**src/rtl/vending_core.sv**
```systemverilog
// vending_core: coin credit, item selection, dispense and change handshake controller (optional VEND_TIMEOUT_EN auto-refund)
module vending_core #(
  parameter int NUM_ITEMS   = 4,
  parameter int CREDIT_W    = 8,
  parameter int MAX_CREDIT  = 200,
  parameter int STOCK_W     = 4,
  parameter int STOCK_INIT  = 5,
  parameter int TIMEOUT_CYC = 1000
) (
  input  logic                          clk,
  input  logic                          rst,
  input  logic                          coin_valid,
  input  logic [CREDIT_W-1:0]           coin_value,
  input  logic                          sel_valid,
  input  logic [3:0]                    sel_idx,
  input  logic                          cancel,
  input  logic                          restock,
  input  logic [NUM_ITEMS*CREDIT_W-1:0] price_flat,
  input  logic                          change_ack,
  output logic [CREDIT_W-1:0]           credit,
  output logic [1:0]                    state,
  output logic                          dispense_valid,
  output logic [3:0]                    dispense_idx,
  output logic                          change_valid,
  output logic [CREDIT_W-1:0]           change_amount,
  output logic                          coin_reject,
  output logic                          sel_deny,
  output logic [NUM_ITEMS-1:0]          sold_out
);
  typedef enum logic [1:0] {IDLE, CREDIT, VEND, CHANGE} state_t;
  if (MAX_CREDIT >= (1 << CREDIT_W) || NUM_ITEMS < 2 || NUM_ITEMS > 16 || TIMEOUT_CYC < 2) begin : g_bad_params
    $fatal(1, "vending_core: illegal parameter set");
  end
  state_t                state_q, state_d;
  logic [CREDIT_W-1:0]   credit_q, credit_d, change_amount_q, change_amount_d, sel_price;
  logic [STOCK_W-1:0]    stock_q [NUM_ITEMS];
  logic [STOCK_W-1:0]    stock_d [NUM_ITEMS];
  logic [STOCK_W-1:0]    sel_stock;
  logic [3:0]            dispense_idx_q, dispense_idx_d;
  logic [NUM_ITEMS-1:0]  sold_out_q, sold_out_d;
  logic                  dispense_valid_q, dispense_valid_d, change_valid_q, change_valid_d;
  logic                  coin_reject_q, coin_reject_d, sel_deny_q, sel_deny_d;
  logic                  sel_hit, dec, coin_fits, timed_out;
  logic [CREDIT_W:0]     coin_sum;
  // look up price and stock of the selected item; out-of-range indices never hit
  always_comb begin
    sel_hit   = 1'b0;
    sel_stock = '0;
    sel_price = '0;
    for (int i = 0; i < NUM_ITEMS; i++) begin
      if (sel_idx == 4'(i)) begin
        sel_hit   = 1'b1;
        sel_stock = stock_q[i];
        sel_price = price_flat[i*CREDIT_W +: CREDIT_W];
      end
    end
  end
  assign coin_sum  = {1'b0, credit_q} + {1'b0, coin_value};
  assign coin_fits = coin_sum <= (CREDIT_W+1)'(MAX_CREDIT);
`ifdef VEND_TIMEOUT_EN
  localparam int TW = $clog2(TIMEOUT_CYC);
  logic [TW-1:0] to_cnt_q, to_cnt_d;
  logic          activity;
  // idle counter in CREDIT; any accepted coin or sel/cancel restarts it
  always_comb begin
    activity  = cancel | sel_valid | (coin_valid & coin_fits);
    timed_out = state_q == CREDIT && !activity && to_cnt_q == TW'(TIMEOUT_CYC - 1);
    to_cnt_d  = (state_q != CREDIT || activity || timed_out) ? '0 : to_cnt_q + 1'b1;
  end
  // idle counter register
  always_ff @(posedge clk) to_cnt_q <= rst ? '0 : to_cnt_d;
`else
  assign timed_out = 1'b0;
`endif
  // next state, credit and response pulses
  always_comb begin
    state_d          = state_q;
    credit_d         = credit_q;
    dispense_valid_d = 1'b0;
    dispense_idx_d   = dispense_idx_q;
    coin_reject_d    = 1'b0;
    sel_deny_d       = 1'b0;
    dec              = 1'b0;
    case (state_q)
      IDLE: begin
        sel_deny_d = sel_valid;
        if (coin_valid) begin
          credit_d = coin_value;
          state_d  = CREDIT;
        end
      end
      CREDIT: begin
        if (cancel) begin
          state_d       = CHANGE;
          coin_reject_d = coin_valid;
        end else if (sel_valid) begin
          coin_reject_d = coin_valid;
          if (!sel_hit || sel_stock == '0 || sel_price > credit_q) sel_deny_d = 1'b1;
          else begin
            credit_d         = credit_q - sel_price;
            dec              = 1'b1;
            dispense_valid_d = 1'b1;
            dispense_idx_d   = sel_idx;
            state_d          = VEND;
          end
        end else if (coin_valid) begin
          coin_reject_d = !coin_fits;
          credit_d      = coin_fits ? coin_sum[CREDIT_W-1:0] : credit_q;
        end
        if (timed_out) state_d = CHANGE;
      end
      VEND: begin
        coin_reject_d = coin_valid;
        sel_deny_d    = sel_valid;
        state_d       = credit_q == '0 ? IDLE : CHANGE;
      end
      default: begin
        coin_reject_d = coin_valid;
        sel_deny_d    = sel_valid;
        if (change_ack) begin
          credit_d = '0;
          state_d  = IDLE;
        end
      end
    endcase
    change_valid_d  = state_d == CHANGE;
    change_amount_d = state_d == CHANGE ? credit_d : '0;
  end
  // stock counters: restock overrides a same-cycle sale
  always_comb begin
    for (int i = 0; i < NUM_ITEMS; i++) begin
      stock_d[i]    = restock ? STOCK_W'(STOCK_INIT) : (dec && sel_idx == 4'(i)) ? stock_q[i] - 1'b1 : stock_q[i];
      sold_out_d[i] = stock_d[i] == '0;
    end
  end
  // controller registers
  always_ff @(posedge clk) begin
    if (rst) begin
      state_q          <= IDLE;
      credit_q         <= '0;
      dispense_valid_q <= 1'b0;
      dispense_idx_q   <= '0;
      change_valid_q   <= 1'b0;
      change_amount_q  <= '0;
      coin_reject_q    <= 1'b0;
      sel_deny_q       <= 1'b0;
    end else begin
      state_q          <= state_d;
      credit_q         <= credit_d;
      dispense_valid_q <= dispense_valid_d;
      dispense_idx_q   <= dispense_idx_d;
      change_valid_q   <= change_valid_d;
      change_amount_q  <= change_amount_d;
      coin_reject_q    <= coin_reject_d;
      sel_deny_q       <= sel_deny_d;
    end
  end
  // stock and sold-out registers
  always_ff @(posedge clk) begin
    for (int i = 0; i < NUM_ITEMS; i++) stock_q[i] <= rst ? STOCK_W'(STOCK_INIT) : stock_d[i];
    sold_out_q <= rst ? {NUM_ITEMS{STOCK_INIT == 0}} : sold_out_d;
  end
  assign credit         = credit_q;
  assign state          = state_q;
  assign dispense_valid = dispense_valid_q;
  assign dispense_idx   = dispense_idx_q;
  assign change_valid   = change_valid_q;
  assign change_amount  = change_amount_q;
  assign coin_reject    = coin_reject_q;
  assign sel_deny       = sel_deny_q;
  assign sold_out       = sold_out_q;
endmodule

```
**config.mk**
```make
export PLATFORM = sky130hd
export DESIGN_NAME = vending_core
export DESIGN_NICKNAME = d
export VERILOG_FILES = /design/src/rtl/vending_core.sv
export SDC_FILE = /design/constraint.sdc
export NUM_CORES = 1
export LEC_CHECK = 0
export ABC_AREA = 1
export CAP_MARGIN = 15
export CORE_AREA = 2 2 96 116
export CTS_BUF_LIST = sky130_fd_sc_hd__clkbuf_4 sky130_fd_sc_hd__clkbuf_8 sky130_fd_sc_hd__clkbuf_16
export DETAILED_ROUTE_END_ITERATION = 10
export DIE_AREA = 0 0 98 118
export GPL_TIMING_DRIVEN = 0
export PLACE_DENSITY = 0.68
export SLEW_MARGIN = 20
export SYNTH_ARGS = -nofsm -noshare
export SYNTH_HDL_FRONTEND = slang
export SYNTH_SLANG_ARGS = --single-unit
```
**constraint.sdc**
```tcl
create_clock -name clk -period 6.06 [get_ports clk]
set_input_delay 0.606 -clock clk [delete_from_list [all_inputs] [get_ports clk]]
set_output_delay 0.606 -clock clk [all_outputs]
set_load 0.02 [all_outputs]
```
==> flow_metrics.env, run 1 <==
export IMPL_run_status="finished clean"
export IMPL_clockBufferDepth=2
export IMPL_worst_pin_slew_ns=0.9822
export IMPL_met3_usage_pct=2.969
export IMPL_firstDrtPassIters=4
export IMPL_grt_pass1_wl_um=17600
export IMPL_grt_pass1_vias=3787
export IMPL_path_clk_slew_ns=0.07
export IMPL_finalSetupTns_ns=0
export IMPL_antennaDiodeCount=0
export IMPL_htreeDepth=2
export IMPL_grt_remaining_overflow=0
export IMPL_num_vias=3835
export IMPL_p_per_area_mw_per_mm2=216.8
export IMPL_syn_inst=569
export IMPL_seq_power_share_pct=33.3
export IMPL_dp_hpwl_um=8579
export IMPL_p_total_mw=1.009
export IMPL_leakage_nw=2.293
export IMPL_syn2layout_area_growth_pct=30.60
export IMPL_pwr_share_clk_pct=27.9
export IMPL_syn_area_mm2=0.003566
export IMPL_p_sw_uw=385.0
export IMPL_fmax_ghz=0.2509
export IMPL_layout_commonest_cell="nand2_1"
export IMPL_rsz0062_at_grt="no"
export IMPL_drive_above_1_share_pct=6.565
export IMPL_synth_nets=642
export IMPL_post_cts_buffers=0
export IMPL_postCtsHoldBufs=0
export IMPL_arrival_ns=4.22
export IMPL_worstReg2RegEnd="credit[6]$_SDFF_PP0_"
export IMPL_nets=727
export IMPL_numPortBuffers=78
export IMPL_fp_row_count=41
export IMPL_dieArea_mm2=0.01156
export IMPL_setup_viol_count_final=0
export IMPL_core_mm2=0.01041
export IMPL_fill_cells=1115
export IMPL_num_io_pins=81
export IMPL_r2r_cells=18
export IMPL_final_cell_mix="nand2_1 (184), inv_1 (84), clkdlybuf4s50_1 (78)"
export IMPL_cts_root_buffer="clkbuf_16"
export IMPL_drc=0
export IMPL_seq_area_um2=920.9
export IMPL_fin_crit_sh_pct=65.77
export IMPL_post_drt_wl_per_cell_um=13.38
export IMPL_grt_max_degree=17
export IMPL_min_path_cells=2
export IMPL_crit_path_start_kind="primary input"
export IMPL_hp_class="register to register"
export IMPL_cts_sinks=46
export IMPL_ant_nets=0
export IMPL_die_h_um=118
export IMPL_maxCapViolations=0
export IMPL_clkLatencyLatePin_ns=0.29
export IMPL_use_met1_pct=21.85
export IMPL_routed_via_density=4.892
export IMPL_synth_cell_types=39
export IMPL_chipWidth_um=98
export IMPL_relSlewSlack_pct=34.02
export IMPL_layout_min_cycle_time_ns=3.986
export IMPL_cts_tree="yes"
export IMPL_skew_ns=0.009214
export IMPL_grtUsageMet2_pct=34.20
export IMPL_drt_iter0_drc=161
export IMPL_hold_violations=0
export IMPL_synth_seq_area_share_pct=25.82
export IMPL_combPwrFrac_pct=38.9
export IMPL_multi_input_area_mm2=0.002245
export IMPL_required_ns=6.29
export IMPL_yosysWarnings=0
export IMPL_min_to="dispense_idx[2]$_SDFFE_PP0P_"
export IMPL_min_from="dispense_idx[2]$_SDFFE_PP0P_"
export IMPL_grt_busiest_layer="met2"
export IMPL_grtUsageTotal_pct=18.39
export IMPL_switching_share_pct=38.14
export IMPL_rrSetupSlack_ns=3.25
export IMPL_vdd_drop_max_v=0.0001532
export IMPL_critPathKind="primary input to register"
export IMPL_crit_fanout=10
export IMPL_gp_congestion=0.9114
export IMPL_intPower_uw=624.5
export IMPL_synth_seq_cells=46
export IMPL_routed_wl_um=10490
export IMPL_syn_area_per_cell_um2=6.267
export IMPL_cts_repair_resized=0
export IMPL_endpoint_kind="register"
export IMPL_antenna_found_initial=0
export IMPL_r2r_start="credit[1]$_SDFF_PP0_"
export IMPL_initial_core_util_pct=34.24
export IMPL_cts_inserted_buffers=5
export IMPL_slew_viol_final=0
-- flip-flops by register name (all words and copies together) (netlist names) --
name / cells
stock_q: 16
change_amount: 8
credit: 8
dispense_idx: 4
sold_out: 4
state: 2
change_valid: 1
coin_reject: 1
dispense_valid: 1
sel_deny: 1
-- cells by family after synthesis --
family | share of synthesized area, %
fa+ha+maj | 8.140
simple gates | 41.79
compound gates | 10.81
buf+inv | 11.23
xor+xnor | 2.210
flops | 25.82
-- area by class of cell --
class	count	share of cell area [%]
tap	129	3.466
multi-input combinational	419	48.20
timing repair buffer	78	16.77
sequential	46	19.77
clock buffer	5	2.687
buffer	8	0.8598
clock inverter	3	0.5105
inverter	96	7.738
-- how the worst max path moves through the flow --
stage	startpoint	endpoint	slack, ns
2_1_floorplan	sel_idx[3]	change_amount[0]$_SDFF_PP0_	2.81
3_3_place_gp	sel_idx[3]	change_amount[1]$_SDFF_PP0_	1.81
3_5_place_dp	sel_idx[3]	change_amount[1]$_SDFF_PP0_	1.72
4_1_cts	sel_idx[3]	change_amount[3]$_SDFF_PP0_	2.03
5_1_grt	sel_idx[3]	change_amount[1]$_SDFF_PP0_	1.71
6_report	sel_idx[3]	change_amount[3]$_SDFF_PP0_	2.07
-- cell usage after synthesis --
| cell type | n | share of area (%) |
|---|---|---|
| nor2_4 | 2 | 0.63 |
| a31oi_2 | 1 | 0.35 |
| a22oi_1 | 1 | 0.21 |
| clkbuf_1 | 5 | 0.53 |
| nor2_2 | 6 | 1.1 |
| a221oi_1 | 2 | 0.49 |
| nor4_1 | 1 | 0.18 |
| a22o_1 | 2 | 0.49 |
| buf_6 | 1 | 0.32 |
| nand2_2 | 2 | 0.35 |
| a21oi_2 | 1 | 0.25 |
| nor3_1 | 3 | 0.42 |
| o21ai_0 | 16 | 2.2 |
| inv_2 | 8 | 0.84 |
| nand2_1 | 184 | 19 |
| dfxtp_1 | 46 | 26 |
| nor2_1 | 42 | 4.4 |
| nand3b_1 | 9 | 1.9 |
| xnor2_1 | 5 | 1.2 |
| nand4_1 | 13 | 2.3 |
| nand2_4 | 4 | 1.3 |
| o21ai_1 | 7 | 0.98 |
| nor2_8 | 1 | 0.56 |
| xor2_1 | 4 | 0.98 |
| and2_1 | 2 | 0.35 |
| nand4_2 | 1 | 0.35 |
| nand3_1 | 45 | 6.3 |
| and3_4 | 1 | 0.32 |
| buf_2 | 2 | 0.28 |
| o211ai_1 | 6 | 1.3 |
| nand3_2 | 2 | 0.56 |
| o21bai_1 | 2 | 0.42 |
| ha_1 | 20 | 7.0 |
| fa_1 | 2 | 1.1 |
| a21oi_1 | 28 | 3.9 |
| a31oi_1 | 1 | 0.18 |
| inv_1 | 84 | 8.8 |
| nand3_4 | 3 | 1.5 |
| clkinv_1 | 4 | 0.42 |
-- routing by layer --
layer  share of wire (%)  up-vias
met4                 1.3        0
met5                   0        -
met1                  41     1744
li1                    -     1980
met2                  52      103
met3                 5.8        8
-- worst max-delay path, cell delays in order --
cell and delay (ns):
clkdlybuf4s50_1 0.41, nor2_2 0.19, inv_1 0.08, nor2_1 0.11, clkbuf_1 0.43, nand2_1 0.10, nand4_1 0.17, ha_1 0.17
inv_1 0.06, fa_1 0.42, nand3_1 0.11, nand3_1 0.12, nand4_2 0.12, nand3_4 0.15, and3_4 0.24, nand2_1 0.10
nor2_1 0.07, o21ai_1 0.16, nor2_2 0.07, nor2_4 0.19, nand2_1 0.08, inv_1 0.05
-- through the flow --
step	hold slack, ns	std cells	utilization, %	cell area, um2	setup WS (ns)
final	0.4420	784	44.72	4657	2.074
after global routing	0.4548	784	44.72	4657	1.706
after CTS	0.4461	784	44.72	4657	2.027
after detailed placement	0.4352	776	43.29	4508	1.724
after global placement	0.4338	776	43.29	4508	1.812
after floorplan	0.4575	569	-	3566	2.812
-- power groups by stage --
stage	sequential, mW	combinational [mW]	clock [mW]
floorplan	0.349	0.255	0
global placement	0.343	0.386	0
detailed placement	0.344	0.391	0
CTS	0.337	0.393	0.289
global route	0.338	0.443	0.299
finish	0.336	0.392	0.281
No activity file was read; power rests on OpenSTA's default activity.
==> run 2, diff against run 1 <==
--- a/config.mk
+++ b/config.mk
@@ -12,7 +12,7 @@
 export DETAILED_ROUTE_END_ITERATION = 10
 export DIE_AREA = 0 0 98 118
 export GPL_TIMING_DRIVEN = 0
-export PLACE_DENSITY = 0.68
+export PLACE_DENSITY = 0.7
 export SLEW_MARGIN = 20
 export SYNTH_ARGS = -nofsm -noshare
 export SYNTH_HDL_FRONTEND = slang
==> constraint.sdc (replaced) <==
create_clock -name clk -period 3.2 [get_ports clk]
set_input_delay 0.32 -clock clk [delete_from_list [all_inputs] [get_ports clk]]
set_output_delay 0.32 -clock clk [all_outputs]
set_load 0.02 [all_outputs]
==> run 2 against run 1 <==
  * Worst hold slack got worse by 0.022 ns
  * Critical endpoint is now credit[6]$_SDFF_PP0_
  * Power rose by 100%
  * Final cell count is 2.9% higher
  * Clock skew fell by 0.0034 ns
==> flow_metrics.env, run 2 (synthesized netlist as in run 1, its figures left out) <==
export IMPL_skew_ns=0.005843
export IMPL_drive_above_1_share_pct=12.83
export IMPL_final_util_pct=47.86
export IMPL_chipWidth_um=98
export IMPL_grt_max_degree=15
export IMPL_relSlewSlack_pct=34.27
export IMPL_crit_start="coin_value[0]"
export IMPL_leakage_nw=2.511
export IMPL_crit_chain="clkdlybuf4s50_1 > ha_1 > inv_1 > fa_1 > inv_1 > nand2_1 > nand2_1 > nand2_1 > nand2_1 > nand2_1 > inv_1 > nand2_1 > nand2_2 > nand3_2 > nand2_1 > nand3_1 > nand2_1 > nand2_1 > nand2_1 > nand3_1 > nand2_1 > inv_1"
export IMPL_cts_inserted_buffers=5
export IMPL_r2r_cells=20
export IMPL_antenna_found_initial=0
export IMPL_endpoint_kind="register"
export IMPL_ant_nets=0
export IMPL_final_cell_mix="nand2_1 (179), inv_1 (83), clkdlybuf4s50_1 (74)"
export IMPL_switching_share_pct=37.84
export IMPL_initial_core_util_pct=34.24
export IMPL_slowest_stage="clkdlybuf4s50_1"
export IMPL_fmax_ghz=0.3483
export IMPL_slowest_delay_ns=0.52
export IMPL_vdd_drop_max_v=0.0001952
export IMPL_maxCapViolations=0
export IMPL_cts_root_buffer="clkbuf_16"
export IMPL_num_io_pins=81
export IMPL_cp_top_family="simple AND/OR/NAND/NOR gates"
export IMPL_post_drt_wl_per_cell_um=14.34
export IMPL_grt_remaining_overflow=0
export IMPL_antennaDiodeCount=0
export IMPL_fp_row_count=41
export IMPL_postLayoutSetupSlackWorst_ns=0.3287
export IMPL_syn2layout_area_growth_pct=39.75
export IMPL_timing_hold_ws_ns=0.4200
export IMPL_setup_viol_count_final=0
export IMPL_clkLatencyLatePin_ns=0.29
export IMPL_intPower_mw=1.264
export IMPL_hp_class="primary input to register"
export IMPL_gp_congestion=0.9284
export IMPL_required_ns=3.39
export IMPL_arrival_ns=3.06
export IMPL_grt_pass1_wl_um=18820
export IMPL_routed_top_layer="met4"
export IMPL_htreeDepth=2
export IMPL_cp_depth=22
export IMPL_dpl_worst_slack_ns=-0.8459
export IMPL_fill_cells=1078
export IMPL_postCtsHoldBufs=0
export IMPL_drt_iter0_drc=193
export IMPL_largest_reg_flops=16
export IMPL_combPwrFrac_pct=41.1
export IMPL_fin_crit_sh_pct=89.73
export IMPL_cts_tree="yes"
export IMPL_dieArea_mm2=0.01156
export IMPL_die_h_um=118
export IMPL_crit_fanout=8
export IMPL_crit_path_start_kind="primary input"
export IMPL_path_clk_slew_ns=0.07
export IMPL_pwr_share_clk_pct=27.5
export IMPL_grt_pass1_vias=3960
export IMPL_worstReg2RegEnd="credit[6]$_SDFF_PP0_"
export IMPL_seq_area_um2=920.9
export IMPL_seq_power_share_pct=31.4
export IMPL_met2WireLength_um=5834
export IMPL_rrSetupSlack_ns=0.33
export IMPL_crit_end="credit[6]$_SDFF_PP0_"
export IMPL_critPathMostFrequentCell="nand2_1"
export IMPL_top_register="stock_q"
export IMPL_p_per_area_mw_per_mm2=407.9
export IMPL_multi_input_area_mm2=0.002364
export IMPL_rsz0062_at_grt="no"
export IMPL_drc=0
export IMPL_numPortBuffers=78
export IMPL_path_buf_inv=5
export IMPL_run_status="finished clean"
export IMPL_r2r_start="credit[1]$_SDFF_PP0_"
export IMPL_p_sw_uw=769.2
export IMPL_met1_length_um=4664
export IMPL_clockBufferDepth=2
export IMPL_layout_min_cycle_time_ns=2.871
export IMPL_firstDrtPassIters=4
export IMPL_slew_viol_final=0
export IMPL_critPathKind="primary input to register"
export IMPL_layout_commonest_cell="nand2_1"
export IMPL_routed_via_density=5.033
export IMPL_core_mm2=0.01041
export IMPL_num_vias=4062
export IMPL_finalSetupTns_ns=0
export IMPL_wl_met3_um=656
export IMPL_hold_violations=0
export IMPL_worst_pin_slew_ns=0.9784
export IMPL_nets=750
export IMPL_grtUsageTotal_pct=19.64
export IMPL_routed_wl_um=11570
export IMPL_dp_hpwl_um=8848
export IMPL_cts_sinks=46
run 2: cell types whose count changed in the layout (fill, tap and decap cells not counted), moves of 4 or more:
cell | previous run | this run
clkdlybuf4s50_1 | 78 | 74
nor2_4 | 2 | 6
nand2_1 | 184 | 179
buf_4 | 0 | 20
dlymetal6s2s_1 | 0 | 4
nand2_2 | 2 | 6
run 2: worst min-delay path by stage:
stage / startpoint / end / slack (ns) / cells past startpoint
floorplan: rst / stock_q[3][3]$_SDFF_PP0_ / 0.39 / 1
global placement: dispense_idx[2]$_SDFFE_PP0P_ / dispense_idx[2]$_SDFFE_PP0P_ / 0.43 / 2
detailed placement: dispense_idx[3]$_SDFFE_PP0P_ / dispense_idx[3]$_SDFFE_PP0P_ / 0.43 / 2
CTS: dispense_idx[3]$_SDFFE_PP0P_ / dispense_idx[3]$_SDFFE_PP0P_ / 0.45 / 2
global route: sel_idx[1] / dispense_idx[1]$_SDFFE_PP0P_ / 0.43 / 3
finish: sel_idx[1] / dispense_idx[1]$_SDFFE_PP0P_ / 0.42 / 3
run 2: stage by stage:
| step | cell area, um2 | instances | power, mW |
|---|---|---|---|
| 2_1_floorplan | 3566 | 569 | 1.144 |
| 3_3_place_gp | 4508 | 776 | 1.390 |
| 3_5_place_dp | 4508 | 776 | 1.399 |
| 4_1_cts | 4826 | 794 | 2.001 |
| 5_1_grt | 4984 | 807 | 2.162 |
| 6_report | 4984 | 807 | 2.033 |
run 2: cell type report:
type	instances	share of cell area, %
clock buffer	7	2.937
timing repair inverter	1	0.1004
tap	129	3.239
multi-input combinational	420	47.43
clock inverter	1	0.1757
timing repair buffer	99	19.11
sequential	46	18.48
inverter	96	7.532
buffer	8	1.004
run 2: what timing repair did:
action	4_1_cts	5_1_grt
gates resized for setup	23	16
endpoints found under the setup margin	45	32
buffers inserted	9	12
gates cloned	1	1
pin swaps	6	9
run 2: power groups by stage:
stage | Clock (mW) | Sequential, mW | Combinational [mW]
finish | 0.558 | 0.639 | 0.836
global route | 0.591 | 0.641 | 0.930
CTS | 0.567 | 0.638 | 0.796
detailed placement | 0 | 0.651 | 0.748
global placement | 0 | 0.650 | 0.740
floorplan | 0 | 0.661 | 0.483
run 2: tightest hold or removal path, cell delays in order:
cell and delay (ns):
dlymetal6s2s_1 0.19, inv_1 0.10, a21oi_1 0.06
run 2: per-layer routing:
| layer | track usage [%] | vias to the layer above |
|---|---|---|
| met3 | 3.147 | 30 |
| met1 | 22.79 | 1872 |
| met5 | 0 | - |
| met4 | 7.118 | 0 |
| li1 | - | 2033 |
| met2 | 35.87 | 127 |
==> RTL change 1, RTL diff (flow settings as in run 2) <==
Change the parameter `MAX_CREDIT` from 200 to 128.
--- a/src/rtl/vending_core.sv
+++ b/src/rtl/vending_core.sv
@@ -2,7 +2,7 @@
 module vending_core #(
   parameter int NUM_ITEMS   = 4,
   parameter int CREDIT_W    = 8,
-  parameter int MAX_CREDIT  = 200,
+  parameter int MAX_CREDIT  = 128,
   parameter int STOCK_W     = 4,
   parameter int STOCK_INIT  = 5,
   parameter int TIMEOUT_CYC = 1000
Behaviour: not the same (a bounded check fails within 4 cycles, from zero or initial values and one cycle with rst high).
==> RTL change 1 against run 2 <==
Total power is 4.6% lower; sequential cell count stayed put; routed wire length is 5.5% lower; worst setup slack worse by 0.050 ns; global-route usage is 1.4 points lower; cell area is 2.4% lower; area after synthesis is 4.6% lower; clock skew is 0.0022 ns higher; clock power is 11% higher; fmax is 1.7% lower; sequential share of layout area is 0.48 points higher; largest cell class unchanged; largest power group unchanged; highest routed layer unchanged.
==> RTL change 1: results (changes against run 2) <==
Critical path
  – Slowest CP cell: dlygate4sd2_1
  – Critical Path AT: 3.15 ns (+0.09 ns)
  – CP Launch Point: sel_idx[1]

Layout
  – Layout cells sized above 1: 14.0% (+1.1 points)
  – Final net count: 702 (-6.4%)

Logic synthesis
  – Sequential share of the synthesized area: 27.1% (+1.2 points)
  – Library cells used by synthesis: 42 (+7.7%)
  – Synth top cells by count: nand2_1 (132), inv_1 (81), nand3_1 (51)
  – Post-synthesis average cell area: 6.58 um2 (+5.0%)
  – Synth top area cells: dfxtp_1 (27%), nand2_1 (15%), inv_1 (8.9%), nand3_1 (7.5%), ha_1 (7.4%)

Outcome
  – Outcome: finished clean

Place
  – Gpl congestion: 0.926 (-0.22%)
  – Post-DP Area: 4360 um2 (-3.4%)

Drt
  – Initial drt markers: 154 (-20%)
  – Post-DR wirelength/cell: 14.4 um (+0.52%)
  – 1st-pass router iterations: 5 (+1)
  – Drt via density: 5.08 (+0.88%)

Global routing
  – First-pass GRT wire length: 17.3 mm (-8.3%)
  – Vias in the first global route: 3869 (-2.3%)
  – GRT Total Usage: 18.3% (-1.4 points)
  – Largest net degree at the start of global routing: 17 (+2)

Clock network
  – Post-CTS Repair Setup Buffers: 17 (+8)
  – Resize count post-CTS: 16 (-30%)

Power and ir drop
  – Worst vdd ir: 0.259 mV (+32%)

STA
  – Worst-margin pin slew: 0.792 ns (-0.186 ns)
## RTL change 1: cell types whose count changed in the layout (fill, tap and decap cells not counted), moves of 4 or more
cell	change
nand2_1	-51
o21ai_0	+7
inv_1	-4
inv_2	-6
nand3_1	+6
nor2_1	-8
o211ai_1	-4
a22o_1	+4
## RTL change 1: layer usage
metal / wire, um / vias up / global-route usage [%] / part of all wire [%]
li1: - / 1928 / - / -
met5: 0 / - / 0 / 0
met4: 387 / 0 / 7.29 / 3.5
met3: 675 / 26 / 3.15 / 6.2
met1: 4260 / 1739 / 19.7 / 39
met2: 5610 / 161 / 34.7 / 51
## RTL change 1: worst paths after layout
path	end	slack, ns	cells after the start
worst max-delay path	sold_out[0]$_SDFF_PP0_	0.28	21
worst min-delay path	dispense_idx[0]$_SDFFE_PP0P_	0.37	3
worst max register to register	credit[4]$_SDFF_PP0_	0.41	19
worst min register to register	dispense_idx[3]$_SDFFE_PP0P_	0.44	2
## RTL change 1: layout make-up
cell class | count | area (um2)
timing repair buffer | 104 | 997
multi-input combinational | 379 | 2230
fill | 1026 | 5550
tap | 129 | 161
buffer | 7 | 40.0
clock buffer | 5 | 125
clock inverter | 3 | 48.8
sequential | 46 | 922
inverter | 86 | 335
## RTL change 1: kinds of logic (layout without fill, tap and decap cells)
kind of cell,count (synthesis),after routing,share of synthesized area [%]
xor gates and xnor gates,5,5,1.29
buffers and inverters,93,205,10.7
adders and majority gates,22,22,8.53
AOI/OAI and AO/OA,80,80,13.8
and+or+nand+nor,271,272,38.6
DFF,46,46,27.1
## RTL change 1: power by group
group	switching, uW	internal [uW]	leakage (uW)
Sequential	36.5	593	0.000373
Combinational	395	292	0.00192
Clock	247	374	0.0000819
Total	679	1260	0.00237
==> RTL change 2, RTL diff (config.mk and constraints of run 2) <==
Without the edit above. Register the output `credit` once more, cleared by the reset; this adds one clock of latency there. The other outputs are not delayed to match.
--- a/src/rtl/vending_core.sv
+++ b/src/rtl/vending_core.sv
@@ -160,7 +160,13 @@
     for (int i = 0; i < NUM_ITEMS; i++) stock_q[i] <= rst ? STOCK_W'(STOCK_INIT) : stock_d[i];
     sold_out_q <= rst ? {NUM_ITEMS{STOCK_INIT == 0}} : sold_out_d;
   end
-  assign credit         = credit_q;
+  always_ff @(posedge clk) begin
+    if (rst) begin
+      credit <= '0;
+    end else begin
+      credit <= credit_q;
+    end
+  end
   assign state          = state_q;
   assign dispense_valid = dispense_valid_q;
   assign dispense_idx   = dispense_idx_q;
Behaviour: not the same (a bounded check fails within 4 cycles, from zero or initial values and one cycle with rst high).
==> RTL change 2 against run 2 <==
Critical path type unchanged; clock skew rose by 0.0032 ns; cell area decreased by 0.45%; largest power group is now sequential cells; register-to-register slack improved by 0.21 ns; total power rose by 0.95%; sequential cell count is 8 higher; routed wire length decreased by 12%; worst setup slack got worse by 0.13 ns; die area is the same; area after synthesis down 0.18%; global-route usage shrank 2.3 points; critical path depth is 2 lower; clock power grew 25%.
==> RTL change 2: results (changes against run 2) <==
Outcome
  – Outcome: finished clean

Power and ir drop
  – Worst vdd ir: 0.266 mV (+36%)
  – Static Leak: 0.00236 uW (-5.9%)
  – Sw frac: 30.7% (-7.1 points)

Drt
  – Initial drt markers: 196 (+1.6%)
  – Drt total wl: 10.2 mm (-12%)
  – Drt via density: 4.91 (-2.6%)
  – DRC: 0 (unchanged)
  – 1st-pass router iterations: 6 (+2)

Logic synthesis
  – Library cells used by synthesis: 37 (-5.1%)
  – Predominant post-synthesis flop cell: dfxtp_1
  – Synth top cells by count: nand2_1 (167), inv_1 (83), dfxtp_1 (54)
  – Synth Net Count: 617 (-3.9%)
  – Sequential share of the synthesized area: 30.4% (+4.5 points)
  – Synth top area cells: dfxtp_1 (30%), nand2_1 (18%), inv_1 (8.8%), ha_1 (7.0%), nand3_1 (6.3%)
  – Yosys warns: 0 (unchanged)
  – FFs w/ async S/R, synth: 0% (unchanged)

Place
  – Gpl congestion: 0.904 (-2.6%)
  – I/O Buffers: 79 (+1.3%)
  – Post-DP Area: 4510 um2 (about the same)
  – HPWL after detailed placement: 8.10 mm (-8.5%)

Layout
  – Ant. Diodes: 0 (unchanged)
  – Largest Register: stock_q
  – Filler cells: 1029 (-4.5%)
  – Layout cells sized above 1: 10.8% (-2.1 points)
  – Max reg flops: 16 (unchanged)
  – Final net count: 722 (-3.7%)

Global routing
  – First-pass GRT wire length: 16.8 mm (-11%)
  – Largest net degree at the start of global routing: 17 (+2)
  – Vias in the first global route: 3758 (-5.1%)
  – Initial antenna violation count: 0 (unchanged)
  – GRT Total Usage: 17.4% (-2.3 points)

Clock network
  – Clock root cell: clkbuf_16
  – Max Root-Sink Buffers: 2 (unchanged)
  – H-tree levels: 2 (unchanged)
  – Hold Buf Count CTS: 0 (unchanged)
  – Worst-Skew Late Latency: 0.29 ns (about the same)
  – Num CTS Buffers: 5 (unchanged)
  – Reg clk slew, reported paths: 0.07 ns (about the same)

STA
  – Clk_skew: 0.00904 ns (+0.00320 ns)
  – Relative slew slack: 58.9% (+25 points)

Critical path
  – Critical Path Max Stage Delay: 0.29 ns (-0.23 ns)
  – Critical Path AT: 3.24 ns (+0.18 ns)
  – Crit path max fanout: 9 (+1)
  – Slowest CP cell: fa_2

Min path
  – Worst hold path class: input port to flop
==> RTL change 2: final timing paths <==
path                                start                      endpoint  depth (start not counted)  slack, ns
max                            sel_idx[0]        sold_out[3]$_SDFF_PP0_                         20       0.19
min                                   rst      stock_q[3][3]$_SDFF_PP0_                          2       0.34
max reg2reg        credit_q[1]$_SDFF_PP0_        credit_q[5]$_SDFF_PP0_                         15       0.54
min reg2reg  dispense_idx[3]$_SDFFE_PP0P_  dispense_idx[3]$_SDFFE_PP0P_                          2       0.45
==> RTL change 2: power by group through the flow <==
stage / logic (uW) / clock network, uW / registers (uW)
finish: 622 / 699 / 732
global route: 697 / 731 / 734
CTS: 610 / 709 / 731
detailed placement: 583 / 0 / 747
global placement: 572 / 0 / 746
floorplan: 375 / 0 / 753
==> RTL change 2: cells by family after synthesis <==
group	count (synthesis)	share of synthesized area (%)
AND/OR/NAND/NOR	320	41.8
AO/OA/AOI/OAI	47	7.94
XOR/XNOR	7	1.72
adder cells (fa/ha/maj)	22	8.15
buffers and inverters	94	9.98
flip-flops	54	30.4
==> RTL change 2: routing by layer <==
layer  wire, um  track usage (%)  vias up
li1           -                -     1959
met1       4050             19.7     1723
met2       5290             32.6      120
met3        580             3.09       19
met4        255             5.38        0
met5          0                0        -
==> RTL change 2: critical path: cells and delay by family <==
kind                     cells  cell delay (ns)
AO/OA/AOI/OAI                3             0.78
adder cells (fa/ha/maj)      1             0.29
buffers and inverters        3             0.47
AND/OR/NAND/NOR             13             1.36
==> RTL change 2: layout make-up <==
type / instances / area (um2) / area share [%]
timing repair buffer: 97 / 947 / 19.1
clock inverter: 2 / 60.1 / 1.21
multi-input combinational: 397 / 2200 / 44.3
buffer: 6 / 25.0 / 0.504
sequential: 54 / 1080 / 21.8
tap: 129 / 161 / 3.25
inverter: 88 / 348 / 7.01
clock buffer: 6 / 139 / 2.80
==> RTL change 2: timing repair <==
item                                    in CTS  in global routing
pin swaps                                    7                 14
endpoints found under the setup margin      44                 36
resized for setup                           21                  9
buffers inserted                            11                  7
gates cloned                                 1                  0
==> RTL change 2: per-stage QoR <==
step	hold WS [ns]	instances	setup WS, ns	power, uW	utilization, %
2_1_floorplan	0.423	544	0.289	1130	-
3_3_place_gp	0.432	752	-0.952	1320	43.3
3_5_place_dp	0.442	752	-1.03	1330	43.3
4_1_cts	0.339	772	0.0503	2050	46.8
5_1_grt	0.346	779	-0.0103	2160	47.6
6_report	0.341	779	0.194	2050	47.6
